`src/rtl/fetch_unit.sv`:
```
// Instruction fetch stage: a PC register feeding a combinational imem,
// with a 2-deep {pc, instr} FIFO toward decode and redirect/fault handling.
module fetch_unit #(
  parameter logic [63:0] RESET_PC = 64'h0,
  parameter int          PC_INC   = 4
) (
  input  logic        clk,
  input  logic        rst_n,
  input  logic        fetch_en,
  output logic [63:0] imem_pc,
  input  logic [31:0] imem_instr,
  input  logic        redirect_valid,
  input  logic [63:0] redirect_pc,
  output logic        out_valid,
  input  logic        out_ready,
  output logic [63:0] out_pc,
  output logic [31:0] out_instr,
  output logic        fault
);

  typedef enum logic [1:0] {
    RUN   = 2'd0,
    IDLE  = 2'd1,
    FAULT = 2'd2
  } state_t;

  localparam logic [63:0] INC = 64'(PC_INC);

  state_t      state;
  logic [63:0] pc_q;
  logic [1:0]  count;
  logic [63:0] pc0, pc1;
  logic [31:0] in0, in1;

  logic push, pop, misaligned;

  assign imem_pc    = pc_q;
  assign out_valid  = (count != 2'd0);
  assign out_pc     = pc0;
  assign out_instr  = in0;
  assign fault      = (state == FAULT);
  assign misaligned = |redirect_pc[1:0];

  assign pop  = out_valid && out_ready && !redirect_valid;
  assign push = (state == RUN) && fetch_en && !redirect_valid
             && ((count != 2'd2) || pop);

  always_ff @(posedge clk or negedge rst_n) begin
    if (!rst_n) begin
      state <= RUN;
      pc_q  <= RESET_PC;
      count <= 2'd0;
      pc0   <= '0;
      pc1   <= '0;
      in0   <= '0;
      in1   <= '0;
    end else if (redirect_valid) begin
      count <= 2'd0;
      if (misaligned) begin
        state <= FAULT;
      end else begin
        pc_q  <= redirect_pc;
        state <= RUN;
      end
    end else begin
      unique case (state)
        RUN:     if (!fetch_en) state <= IDLE;
        IDLE:    if (fetch_en) state <= RUN;
        default: state <= FAULT;
      endcase

      if (state == FAULT) begin
        count <= 2'd0;
      end else begin
        if (push) pc_q <= pc_q + INC;
        // Head is slot 0; a pop shifts slot 1 forward.
        unique case (1'b1)
          push && !pop: begin
            if (count == 2'd0) begin
              pc0 <= pc_q;
              in0 <= imem_instr;
            end else begin
              pc1 <= pc_q;
              in1 <= imem_instr;
            end
            count <= count + 2'd1;
          end
          !push && pop: begin
            pc0   <= pc1;
            in0   <= in1;
            count <= count - 2'd1;
          end
          push && pop: begin
            if (count == 2'd1) begin
              pc0 <= pc_q;
              in0 <= imem_instr;
            end else begin
              pc0 <= pc1;
              in0 <= in1;
              pc1 <= pc_q;
              in1 <= imem_instr;
            end
          end
          default: ;
        endcase
      end
    end
  end

endmodule

```
`config.mk`:
```
export PLATFORM = sky130hd
export DESIGN_NAME = fetch_unit
export DESIGN_NICKNAME = d
export VERILOG_FILES = /design/src/rtl/fetch_unit.sv
export SDC_FILE = /design/constraint.sdc
export NUM_CORES = 1
export LEC_CHECK = 0
export BUFFER_PORTS_ARGS = -buffer_cell sky130_fd_sc_hd__buf_2
export CORE_ASPECT_RATIO = 0.5
export CORE_MARGIN = 8
export CORE_UTILIZATION = 50
export DETAILED_ROUTE_END_ITERATION = 10
export PLACE_DENSITY = 0.77
export SYNTH_ARGS = -nofsm -noshare
export SYNTH_HDL_FRONTEND = slang
export SYNTH_SLANG_ARGS = --single-unit
export TNS_END_PERCENT = 50
```
`constraint.sdc`:
```
create_clock -name clk -period 2.44 [get_ports clk]
set_clock_uncertainty 0.05 [all_clocks]
set_input_delay 0.366 -clock clk [delete_from_list [all_inputs] [get_ports clk]]
set_output_delay 0.366 -clock clk [all_outputs]
set_load 0.005 [all_outputs]
```
==> out/summary.json <==
{
  "synth_area": {"value": 12400, "unit": "um2"},
  "route.met2.wl": {"value": 18200, "unit": "um"},
  "critPathMaxFanout": {"value": 16},
  "yosysUniqueCellTypes": {"value": 50},
  "tot_pwr": {"value": 0.0114, "unit": "W"},
  "wire_length_of_the_first_global_routing_pass": {"value": 59200, "unit": "um"},
  "timing.final.max_slew_violations": {"value": 0},
  "status": {"value": "complete, no violations"},
  "io-pin-count": {"value": 263},
  "route.detailed.drc": {"value": 0},
  "slew-limit-headroom": {"value": 0.625},
  "htree_levels": {"value": 1},
  "synth_area_per_cell": {"value": 10.5, "unit": "um2"},
  "die-width": {"value": 239, "unit": "um"},
  "post_synth_edffs": {"value": 0},
  "period_utilization_post_route": {"value": 0.983},
  "gp_routability_congestion": {"value": 0.893},
  "timing.critical_path.cells": {"value": "inv_1, ha_2, or3b_4, buf_4, a21o_4, nand2_4, bufbuf_16, o22ai_1, a211oi_1"},
  "final_antenna_net_count": {"value": 0},
  "max_slew.worst_pin.slew": {"value": 563, "unit": "ps"},
  "wl_met1": {"value": 15200, "unit": "um"},
  "vdd_ir_drop_max": {"value": 525, "unit": "uV"},
  "synthArstFlopShare": {"value": 1.00},
  "path_type_of_the_worst_min_delay_path": {"value": "in2reg"},
  "syn_inst": {"value": 1182},
  "cellPowerDensity": {"value": 722, "unit": "nW/um2"},
  "timing.final.crit_period": {"value": 2400, "unit": "ps"},
  "post_drt_wl_per_cell": {"value": 20.4, "unit": "um"},
  "layout-drive-gt1-share": {"value": 0.336},
  "route.detailed.vias_per_inst": {"value": 5.86},
  "clock_tree.buffer_depth": {"value": 3},
  "chipHeight": {"value": 127, "unit": "um"},
  "synth_top_flop_cell": {"value": "dfrtp_1"},
  "route.final.wire_length": {"value": 37600, "unit": "um"},
  "floorplan.initialDensity": {"value": 0.514},
  "setup_viol_count_final": {"value": 0},
  "first_global_vias": {"value": 10800},
  "design.die.area": {"value": 30400, "unit": "um2"},
  "dominant_delay_contributor_by_cell_family_on_the_critical_path": {"value": "compound AO/OA/AOI/OAI gates"},
  "maxClockFrequency": {"value": 417, "unit": "MHz"},
  "worst_setup_path_end_kind": {"value": "flop"},
  "rsz0062_at_grt": {"value": "yes"},
  "area_growth": {"value": 27.0, "unit": "%"},
  "antenna_found_initial": {"value": 3},
  "root_buffer": {"value": "clkbuf_16"},
  "rows": {"value": 40},
  "clock_slew_seen_by_the_registers_of_the_worst_setup_and_hold_paths": {"value": 70, "unit": "ps"},
  "syn-num-nets": {"value": 1287},
  "drt_pre_antenna_iters": {"value": 6},
  "dr_vias": {"value": 10800},
  "numPortBuffers": {"value": 262},
  "tritoncts.num_buffers": {"value": 24},
  "tritoncts_clock_tree": {"value": "done"},
  "maxCapViolCount": {"value": 0},
  "numClockSinks": {"value": 260},
  "routed_length_on_met3": {"value": 2530, "unit": "um"},
  "worst_path_largest_cell_delay": {"value": 420, "unit": "ps"},
  "largest_net_degree_at_the_start_of_global_routing": {"value": 72},
  "crit_arrival": {"value": 2760, "unit": "ps"},
  "sequential_fraction_of_the_synthesis_area": {"value": 0.524},
  "maxUsedRoutingLayer": {"value": "met4"},
  "worstPathBufferInverterCount": {"value": 3},
  "yosysWarningCount": {"value": 0},
  "overflow": {"value": 0},
  "grt_util_all_layers": {"value": 0.237},
  "fin_setup_tns": {"value": 0, "unit": "ps"},
  "total_leakage_power": {"value": 7.36, "unit": "nW"},
  "clk-insertion-delay-late": {"value": 540, "unit": "ps"},
  "number_of_synthesized_register_bits": {"value": 260},
  "worstPathRequired": {"value": 2800, "unit": "ps"},
  "first_iter_violations": {"value": 1115},
  "start_kind": {"value": "flop"},
  "hold_violations": {"value": 0},
  "design.final.nets": {"value": 1592},
  "detailedPlacementHpwl": {"value": 27000, "unit": "um"},
  "core_area": {"value": 24200, "unit": "um2"},
  "worst_path_max_delay_cell": {"value": "or3b_4"},
  "criticalPathCategory": {"value": "reg2reg"}
}
[worst register-to-register path, delay by kind of cell (launching register included)]
kind                       cells  cell delay [ps]
adders and majority gates      1              200
AOI/OAI and AO/OA              3              560
and+or+nand+nor                2              540
DFF                            1              370
buffers and inverters          3              550
[power by group]
group	total [W]	internal (W)	switching [W]	leakage, nW
clock	0.00378	0.00211	0.00167	0.387
combinational	0.00231	0.00105	0.00126	3.57
sequential	0.00530	0.00488	0.000419	3.41
total	0.0114	0.00804	0.00335	7.36
[per-stage QoR]
stage	hold WS, ps	setup slack (ps)	instances	utilization	cell area [um2]
after floorplan	20.4	-15.3	1182	-	12400
after global placement	315	21.5	1786	0.611	14800
after detailed placement	329	-92.5	1786	0.611	14800
after CTS	5.06	2.68	1835	0.648	15700
after global routing	10.2	-38.7	1843	0.652	15800
final	25.6	42.5	1843	0.652	15800
[state kept, by name, indices dropped and copies added, names as in the netlist]
signal / cells
out_pc: 64
imem_pc: 64
pc1: 64
state: 2
count: 2
in1: 32
out_instr: 32
[repair_timing]
item                                    CTS  global route
resized for setup                         6            10
pin swaps                                 2             5
buffers inserted                          2             4
endpoints found under the hold margin    65             0
endpoints found under the setup margin   36           110
hold buffers                              2             0
cloned                                    2             1
[metal layers]
layer	track usage	vias up
li1	-	4893
met1	0.298	5312
met2	0.402	474
met3	0.0416	115
met4	0.0963	0
met5	0	-
[final cells by class]
class	instances	area (um2)
repair buffers	370	2380
well taps	336	420
fillers	1873	8410
clock inverters	11	92.6
inverters	7	26.3
clock buffers	32	692
flip-flops and latches	260	6510
diodes	3	7.51
multi-input cells	824	5640
[synthesized netlist by cell type, types with 13 or more instances]
master / instances / area, um2
a21oi_1: 62 / 310
and3_1: 13 / 81.3
buf_2: 23 / 115
clkbuf_1: 66 / 248
dfrtp_1: 260 / 6510
mux2_1: 28 / 315
mux2_2: 69 / 777
mux2i_1: 122 / 1220
nand2_1: 152 / 571
nand3_1: 29 / 145
nand4_1: 28 / 175
nor2_1: 42 / 158
nor3_1: 27 / 135
o21ai_0: 25 / 125
o21ai_1: 97 / 485
o22ai_1: 31 / 194
[final timing paths]
path | startpoint | endpoint | slack, ps | depth (start not counted)
min in group asynchronous | rst_n | out_pc[19] | 340 | 2
min reg2reg | out_pc[5] | out_pc[5] | 430 | 2
max | count[0] | imem_pc[60] | 40 | 9
max reg2reg | count[0] | imem_pc[60] | 40 | 9
max in group asynchronous | rst_n | out_instr[9] | 1210 | 3
min | redirect_pc[34] | imem_pc[34] | 30 | 2
[logic make-up (layout without fill, tap and decap cells)]
kind of cell,Yosys count,count (layout),synth area share
adders and majority gates,4,4,0.00403
DFF,260,260,0.524
buffers and inverters,99,420,0.0322
AOI/OAI and AO/OA,248,248,0.112
xor gates and xnor gates,1,1,0.000705
muxes,219,219,0.186
other,0,3,0
and+or+nand+nor,351,352,0.140
[placed cells by master, fill, tap and decap left out, types with 4 or more instances in the layout]
cell type / instances
mux2_2: 69
buf_2: 261
clkinv_2: 6
dfrtp_1: 260
or3_1: 9
and2_1: 9
nand4_1: 28
and3_1: 12
a221o_1: 8
o21ai_0: 25
or4_1: 4
nand3_1: 29
o21ai_1: 96
buf_12: 16
nor3_1: 24
a22oi_1: 12
o22ai_1: 31
nor4_1: 4
nand2_1: 151
mux2i_1: 122
nor2_1: 39
clkbuf_16: 26
inv_1: 7
mux2_1: 28
and4_1: 11
buf_4: 88
clkbuf_8: 4
nor3_2: 4
nor4_2: 4
a21oi_1: 62
No activity file was read; power rests on OpenSTA's default activity.
